[src/rtl/jtag_host_driver.sv]
// Bit-banging JTAG host: drives tck/tms/tdi/trst toward a TAP from sys_clk and captures tdo.
// Optional macro JTAG_HOST_TRST_EN: trst pulses low for the first 2 TCKs of every RESET sequence.
module jtag_host_driver #(
   parameter int CLK_DIV = 2,
   parameter int MAX_LEN = 32,
   parameter int LEN_W   = $clog2(MAX_LEN + 1)
) (
   input  logic               sys_clk,
   input  logic               dbg_rst,
   input  logic               cmd_valid,
   output logic               cmd_ready,
   input  logic [1:0]         cmd_op,
   input  logic [LEN_W-1:0]   cmd_len,
   input  logic [MAX_LEN-1:0] cmd_data,
   output logic               rsp_valid,
   output logic [MAX_LEN-1:0] rsp_data,
   output logic               tck,
   output logic               tms,
   output logic               tdi,
   output logic               trst,
   input  logic               tdo
);

   localparam logic [1:0] OP_RESET    = 2'd0;
   localparam logic [1:0] OP_SHIFT_IR = 2'd1;
   localparam logic [1:0] OP_SHIFT_DR = 2'd2;
   localparam logic [1:0] OP_IDLE     = 2'd3;

   localparam logic [2:0] IDLE_WAIT = 3'd0;
   localparam logic [2:0] RESET_SEQ = 3'd1;
   localparam logic [2:0] PRE       = 3'd2;
   localparam logic [2:0] SHIFT     = 3'd3;
   localparam logic [2:0] POST      = 3'd4;
   localparam logic [2:0] DONE      = 3'd5;

   // Step counter must also cover the 6-TCK reset walk when MAX_LEN is tiny.
   localparam int STEP_W = (LEN_W > 3) ? LEN_W : 3;
   localparam int DIV_W  = (CLK_DIV > 1) ? $clog2(CLK_DIV) : 1;
   localparam logic [DIV_W-1:0] DIV_LAST = DIV_W'(CLK_DIV - 1);

`ifdef JTAG_HOST_TRST_EN
   localparam bit TRST_EN = 1'b1;
`else
   localparam bit TRST_EN = 1'b0;
`endif

   logic [2:0]         state_reg;
   logic [STEP_W-1:0]  step_reg;
   logic [1:0]         op_reg;
   logic [LEN_W-1:0]   len_reg;
   logic [MAX_LEN-1:0] data_reg;
   logic [MAX_LEN-1:0] cap_reg;
   logic [DIV_W-1:0]   div_reg;
   logic               synced_reg;
   logic               ready_reg;
   logic               rsp_valid_reg;
   logic [MAX_LEN-1:0] rsp_data_reg;
   logic               tck_reg;
   logic               tms_reg;
   logic               tdi_reg;
   logic               trst_reg;

   logic [LEN_W-1:0]   len_clamped;
   logic [2:0]         acc_state;
   logic [2:0]         post_reset_state;
   logic [STEP_W-1:0]  seg_last;
   logic               seg_end;
   logic [2:0]         adv_state;
   logic [STEP_W-1:0]  adv_step;
   logic               adv_done;
   logic [MAX_LEN-1:0] cur_hit;
   logic [MAX_LEN-1:0] adv_hit;
   logic               shifting;
   logic               adv_shifting;

   // Where a command lands once the TAP is known to sit in Run-Test/Idle.
   function automatic logic [2:0] entry_state(input logic [1:0] op, input logic [LEN_W-1:0] len);
      if (op == OP_SHIFT_IR || op == OP_SHIFT_DR)
         entry_state = PRE;
      else if (op == OP_IDLE && len != '0)
         entry_state = SHIFT;
      else
         entry_state = DONE;
   endfunction

   function automatic logic pin_tms(input logic [2:0] st, input logic [STEP_W-1:0] step,
                                    input logic [1:0] op, input logic [LEN_W-1:0] len);
      case (st)
         RESET_SEQ: pin_tms = (step != STEP_W'(5));
         PRE:       pin_tms = (op == OP_SHIFT_IR) ? (step < STEP_W'(2)) : (step == '0);
         SHIFT:     pin_tms = (op != OP_IDLE) && (step == STEP_W'(len) - STEP_W'(1));
         POST:      pin_tms = (step == '0);
         default:   pin_tms = 1'b0;
      endcase
   endfunction

   always_comb begin
      len_clamped = cmd_len;
      if (cmd_op != OP_IDLE) begin
         if (cmd_len == '0)
            len_clamped = LEN_W'(1);
         else if (cmd_len > LEN_W'(MAX_LEN))
            len_clamped = LEN_W'(MAX_LEN);
      end
   end

   assign acc_state        = (!synced_reg || cmd_op == OP_RESET) ? RESET_SEQ
                                                                 : entry_state(cmd_op, len_clamped);
   assign post_reset_state = entry_state(op_reg, len_reg);

   always_comb begin
      case (state_reg)
         RESET_SEQ: seg_last = STEP_W'(5);
         PRE:       seg_last = (op_reg == OP_SHIFT_IR) ? STEP_W'(3) : STEP_W'(2);
         SHIFT:     seg_last = STEP_W'(len_reg) - STEP_W'(1);
         POST:      seg_last = STEP_W'(1);
         default:   seg_last = '0;
      endcase
   end

   assign seg_end = (step_reg == seg_last);

   always_comb begin
      adv_state = state_reg;
      adv_step  = step_reg + STEP_W'(1);
      adv_done  = 1'b0;
      if (seg_end) begin
         adv_step = '0;
         case (state_reg)
            RESET_SEQ: begin
               adv_state = post_reset_state;
               adv_done  = (post_reset_state == DONE);
            end
            PRE:   adv_state = SHIFT;
            SHIFT: begin
               adv_state = POST;
               adv_done  = (op_reg == OP_IDLE);
            end
            default: adv_done = 1'b1;
         endcase
      end
   end

   genvar gi;
   generate
      for (gi = 0; gi < MAX_LEN; gi = gi + 1) begin : g_hit
         assign cur_hit[gi] = (step_reg == STEP_W'(gi));
         assign adv_hit[gi] = (adv_step == STEP_W'(gi));
      end
   endgenerate

   assign shifting     = (state_reg == SHIFT) && (op_reg != OP_IDLE);
   assign adv_shifting = (adv_state == SHIFT) && (op_reg != OP_IDLE);

   always_ff @(posedge sys_clk or negedge dbg_rst) begin
      if (!dbg_rst) begin
         state_reg     <= IDLE_WAIT;
         step_reg      <= '0;
         op_reg        <= OP_RESET;
         len_reg       <= '0;
         data_reg      <= '0;
         cap_reg       <= '0;
         div_reg       <= '0;
         synced_reg    <= 1'b0;
         ready_reg     <= 1'b1;
         rsp_valid_reg <= 1'b0;
         rsp_data_reg  <= '0;
         tck_reg       <= 1'b0;
         tms_reg       <= 1'b1;
         tdi_reg       <= 1'b0;
         trst_reg      <= !TRST_EN;
      end else begin
         rsp_valid_reg <= 1'b0;
         case (state_reg)
            IDLE_WAIT: begin
               trst_reg <= 1'b1;
               if (cmd_valid && ready_reg) begin
                  ready_reg <= 1'b0;
                  op_reg    <= cmd_op;
                  len_reg   <= len_clamped;
                  data_reg  <= cmd_data;
                  cap_reg   <= '0;
                  state_reg <= acc_state;
                  step_reg  <= '0;
                  div_reg   <= '0;
                  // No entry state shifts data on its first TCK, so TDI starts at 0.
                  tms_reg   <= pin_tms(acc_state, '0, cmd_op, len_clamped);
                  tdi_reg   <= 1'b0;
                  trst_reg  <= !(TRST_EN && acc_state == RESET_SEQ);
               end
            end
            DONE: begin
               rsp_valid_reg <= 1'b1;
               rsp_data_reg  <= cap_reg;
               ready_reg     <= 1'b1;
               state_reg     <= IDLE_WAIT;
               tms_reg       <= 1'b0;
            end
            default: begin
               if (div_reg != DIV_LAST) begin
                  div_reg <= div_reg + DIV_W'(1);
               end else begin
                  div_reg <= '0;
                  if (!tck_reg) begin
                     tck_reg <= 1'b1;
                     if (shifting)
                        cap_reg <= cap_reg | (cur_hit & {MAX_LEN{tdo}});
                  end else begin
                     tck_reg <= 1'b0;
                     if (state_reg == RESET_SEQ && seg_end)
                        synced_reg <= 1'b1;
                     if (adv_done) begin
                        rsp_valid_reg <= 1'b1;
                        rsp_data_reg  <= cap_reg;
                        ready_reg     <= 1'b1;
                        state_reg     <= IDLE_WAIT;
                        step_reg      <= '0;
                        tms_reg       <= 1'b0;
                        tdi_reg       <= 1'b0;
                        trst_reg      <= 1'b1;
                     end else begin
                        state_reg <= adv_state;
                        step_reg  <= adv_step;
                        tms_reg   <= pin_tms(adv_state, adv_step, op_reg, len_reg);
                        tdi_reg   <= adv_shifting && |(data_reg & adv_hit);
                        trst_reg  <= !(TRST_EN && adv_state == RESET_SEQ && adv_step < STEP_W'(2));
                     end
                  end
               end
            end
         endcase
      end
   end

   assign cmd_ready = ready_reg;
   assign rsp_valid = rsp_valid_reg;
   assign rsp_data  = rsp_data_reg;
   assign tck       = tck_reg;
   assign tms       = tms_reg;
   assign tdi       = tdi_reg;
   assign trst      = trst_reg;

endmodule

[config.mk]
export PLATFORM = sky130hd
export DESIGN_NAME = jtag_host_driver
export DESIGN_NICKNAME = d
export VERILOG_FILES = /design/src/rtl/jtag_host_driver.sv
export SDC_FILE = /design/constraint.sdc
export NUM_CORES = 1
export LEC_CHECK = 0
export ABC_AREA = 0
export CORE_UTILIZATION = 59
export DETAILED_ROUTE_END_ITERATION = 12
export HOLD_SLACK_MARGIN = 0.15
export PLACE_DENSITY = 0.85
export RECOVER_POWER = 25
export SYNTH_ARGS = -nofsm -noshare
export SYNTH_HDL_FRONTEND = slang
export SYNTH_SLANG_ARGS = --single-unit
[constraint.sdc]
create_clock -name sys_clk -period 5 [get_ports sys_clk]
set_clock_uncertainty 0.15 [all_clocks]
set_input_delay 1 -clock sys_clk [delete_from_list [all_inputs] [get_ports sys_clk]]
set_output_delay 1 -clock sys_clk [all_outputs]
set_load 0.01 [all_outputs]
# Word level (Yosys, flattened, before mapping)
# Cells that the tools add are included.
# op_classes
n_addsub	4
order_cmp	2
eq_ne	89
mux	61
bitwise	6
reduce_logical	43
# ops
operator	count
two-way mux 32 bit	7
equality test 6 x 5 -> 1 bit (second input constant)	32
one-hot mux 32 bit (2 select lines)	2
equality test 6 x 4 -> 1 bit (second input constant)	16
bitwise AND 32 bit	2
equality test 6 x 3 -> 1 bit (second input constant)	8
two-way mux 6 bit	8
bitwise OR 32 bit	1
OR reduction 32 bit	1
two-way mux 3 bit	10
equality test 6 x 2 -> 1 bit (second input constant)	4
zero test 6 bit	4
one-hot mux 6 bit (4 select lines)	1
two-way mux 1 bit	21
equality test 3 x 2 -> 1 bit (second input constant)	6
AND reduction 4 bit	4
equality test 3 bit (second input constant)	5
one-hot mux 1 bit (2 select lines)	7
equality test 6 x 1 -> 1 bit (second input constant)	2
equality test 6 bit	2
one-hot mux 6 bit (2 select lines)	1
nonzero test 2 bit	6
nonzero test 6 bit	2
subtractor 6 x 1 -> 6 bit (second input constant)	2
26 further kinds	51
# word_totals
ff_bits	121
in_bits	44
out_inout_bits	38
word_cells	220

# Depth between registers and ports, before layout
# logic_depth
ltp_word	14
ltp_mapped	13
ltp_nobuf	11

# Worst setup path after synthesis
# Ideal clock, no wire load.
# synth_timing
path_kind	reg2reg
start	register len_reg[2]
end	register rsp_data_reg[10] (netlist: rsp_data[10])
setup_ns	0.125
t_arrival_ns	2.990
required_ns	4.725
slack_ns	1.735
path_stages_with_launch	11
path_buffers	1
period_less_slack_ns	3.265
cell_sequence	dfrtp_1 -> or4_4 -> or4_1 -> and3_4 -> nor4_2 -> o21ai_1 -> nor3_1 -> a32oi_1 -> nand2_1 -> buf_4 -> mux2_2
# synth_between
elab_chain_len	9
word_cells_on_any_way	12
classes_between	add/sub: 1; eq/ne: 2; mux: 5; reduce/logical: 4
# synth_lines
item	line	source
start: declaration	50	logic [LEN_W-1:0] len_reg;
start signal: assignment	180	len_reg <= len_clamped;
parallel branches: the longest is 6 deep, another holds subtractor 6 x 1 -> 6 bit	-	
two-way mux 1 bit (*)	127	if (seg_end) begin
nonzero test 2 bit (no source line) (*)	-	
AND reduction 4 bit (no source line) (*)	-	
end signal: assignment	194	rsp_data_reg <= cap_reg;
end signal: assignment	214	rsp_data_reg <= cap_reg;
end: declaration	57	logic [MAX_LEN-1:0] rsp_data_reg;
# Every way passes the cells marked *.
# A chain may end at the register's enable or synchronous reset.

# Final worst setup path
# layout_timing
start	register state_reg[1]
end	register rsp_data_reg[2] (netlist: rsp_data[2])
# layout_between
elab_chain_len	6
word_cells_on_any_way	16
classes_between	eq/ne: 6; mux: 4; bitwise: 1; reduce/logical: 5
# layout_lines
item	line	source
start: declaration	47	logic [2:0] state_reg;
start signal: assignment	183	state_reg <= acc_state;
start signal: assignment	222	state_reg <= adv_state;
equality test 3 bit (tied with other cells)	112	case (state_reg)
one-hot mux 6 bit (4 select lines)	112	
equality test 6 bit	121	assign seg_end = (step_reg == seg_last);
two-way mux 1 bit	127	
nonzero test 2 bit (no source line)	-	
AND reduction 4 bit (no source line)	-	
# Several ways; a longest one is shown, not always the timed one.

==> impl_results.md <==
* Post-Layout Cell Count at 847
* Max clock buf depth at 2
* Final RePlAce weighted congestion at 0.894
* Global-route usage over all layers at 0.307
* H-tree Lvls at 4
* Power density over the cells at 621 nW/µm²
* Fill count at 652
* Netlist cell types at 63
* Die height at 102 µm
* Fin nets at 755
* Placement Rows at 36
* DR vias/cell at 5.92
* WL per Instance at 17.2 µm
* Status: finished, violations left
* Primary FF master, synth: dfrtp_1
* Placeable Area at 9730 µm²
* DIE WIDTH at 102 µm
* Drt pass-1 iters at 5
* Layout area overhead at 24.7%
* DR vias at 5015
* Post-Layout Inst Area at 7360 µm²
* Minimum clock period at 3940 ps
* Slowest stage cell, crit path: dfrtp_1
* Layout cells sized above 1 at 0.122
* Final worst path period share at 0.788
* Inserted Clock Buffers at 17
* PostCTS Resize Cnt at 0
* Crit path depth at 11
* PortBufs at 80
* R2R depth at 11
* Remaining antenna violation count after routing at 0
* Placed cell area at 6770 µm²
* Initial antenna violation count at 0
* Hold Startpoint: data_reg[12]
* CP Launch Type: flip-flop
* Leakage power total at 3.45 nW
* Setup TNS at 0 ps
* # hold bufs at CTS at 0
* First-pass GRT wire length at 24300 µm
* Commonest cells post-synth: nand2_1 (140), dfrtp_1 (118), nor2_1 (58)
* ANT cells at 0
* Critical path buffers and inverters at 2
* Largest net degree at the start of global routing at 53
* Most used cell, CP: buf_4
* Worst path max stage delay at 750 ps
* Failing checks: capacitance limit, slew limit
* Fraction of registers with async set/reset at 1.00
* Fmax at 254 MHz
* EDFF count, synth at 0
* Worst slew margin at -0.891
* Slew Viols, Final at 53
* Worst hold path depth at 2
* Maximum VDD drop at 0.302 mV
* Worst Max-Slew Pin Slew at 2840 ps
* DRC at 0
* Max FO, Critical Path at 33
* Cells after synthesis at 630
* Starting Density at 0.607
* Syn Area/Cell at 9.37 µm²
* Max-capacitance violation count at 1
* Syn nets at 684
* Die area at 10400 µm²
* DR iter-0 viols at 441
* Final WL at 14600 µm
* Remaining Overflow, GRT at 0
* Final Hold Vio Count at 0
* TritonCTS clock tree: done
* Most frequent cell after synthesis: nand2_1
* Root buf cell: clkbuf_8
* Post-synthesis sequential area ratio at 0.509
* RSZ-0062 raised after global routing: no
* Crit path from: state_reg[1]
* R2R Path Start: state_reg[1]
* Setup Fix Bufs, Post-CTS at 0
* Area leader, netlist: dfrtp_1
* Hold Path Class: flip-flop to flip-flop
* Crit path required time at 5250 ps
* Top delay family on crit path: simple AND/OR/NAND/NOR gates
* CP Class: flip-flop to flip-flop
* Yosys reg bits at 120
* Yosys warns at 0
* DP Wirelength at 9410 µm
* Cell Area, Synth at 5900 µm²
* Synth area leaders: dfrtp_1 (50%), nand2_1 (8.9%), mux2_2 (6.5%), a21oi_1 (4.0%), nor2_1 (3.7%)
* Clock Latency Late Sink at 520 ps
* Vias in the first global route at 4976
* Post-synth top area share at 0.500
* Clk slew on worst S/H paths at 60 ps
* Critical Path, Cell by Cell: nand3b_1, or4_1, and3_4, nor4_2, o21ai_1, buf_4, nor3_1, a32oi_1, nand2_1, buf_4, mux2_2
* Setup-failing EPs final at 0
* Clock sinks at 120
* Worst endpoint data arrival time at 4190 ps
* Ports at 82
* DP Cell Count at 815
* CP endpoint kind: flip-flop
-- logic make-up (layout without fill, tap and decap cells) --
family,after synthesis,in the layout,share of synthesized area
compound gates,117,117,0.120
xor+xnor,17,17,0.0252
fa+ha+maj,10,10,0.0212
buf+inv,49,133,0.0358
flops,120,120,0.509
mux,42,42,0.0806
other cells,1,1,0.000635
simple gates,274,274,0.208
-- cell type report --
type / instances / area, µm² / share of cell area
Sequential cell: 120 / 3010 / 0.408
Multi-Input combinational cell: 461 / 2690 / 0.365
Timing Repair Buffer: 90 / 867 / 0.118
Clock buffer: 17 / 414 / 0.0563
Clock inverter: 15 / 179 / 0.0243
Tap cell: 133 / 166 / 0.0226
Inverter: 11 / 41.3 / 0.00561
-- through the flow --
stage | hold slack, ps | utilization | setup WS, ps | power, mW
after global placement | 303 | 0.696 | 1270 | 3.22
after detailed placement | 312 | 0.696 | 1130 | 3.28
after floorplan | 270 | - | 1740 | 2.83
after global routing | 356 | 0.756 | 779 | 4.85
final | 325 | 0.756 | 1060 | 4.57
after CTS | 327 | 0.757 | 1110 | 4.53
-- power by group --
group          internal (mW)  switching, mW
Clock                  0.729          0.490
Combinational          0.765           1.14
Sequential              1.20          0.242
-- layer usage --
metal | wire length, µm | GRT usage | up-vias
li1 | - | - | 2313
met5 | 0 | 0 | -
met2 | 7200 | 0.507 | 240
met3 | 1010 | 0.0636 | 43
met4 | 393 | 0.137 | 0
met1 | 5950 | 0.392 | 2419
-- tightest hold or removal path, stage by stage (launching register included) --
cell and delay [ps]:
dfrtp_1 340, nand2_1 50, nand2_1 60
-- worst paths after layout --
kind | end | slack [ps]
max in group asynchronous | rsp_data[0] | 1470
setup / recovery | rsp_data[2] | 1060
min in group asynchronous | div_reg | 1250
setup reg to reg | rsp_data[2] | 1060
hold / removal | data_reg[12] | 320
hold reg to reg | data_reg[12] | 320
-- placed cells by master, fill, tap and decap left out, types with 6 or more instances in the layout --
master / n
a21oi_1: 47
a31oi_1: 6
buf_4: 9
clkbuf_16: 16
clkdlybuf4s50_1: 79
dfrtp_1: 118
ha_1: 10
inv_1: 11
inv_6: 6
mux2_2: 34
mux2i_1: 7
nand2_1: 140
nand2b_1: 10
nand3_1: 21
nor2_1: 58
nor3_1: 10
o21ai_0: 25
o31ai_1: 7
xnor2_1: 11
xor2_1: 6
(Power assumes the default switching activity.)
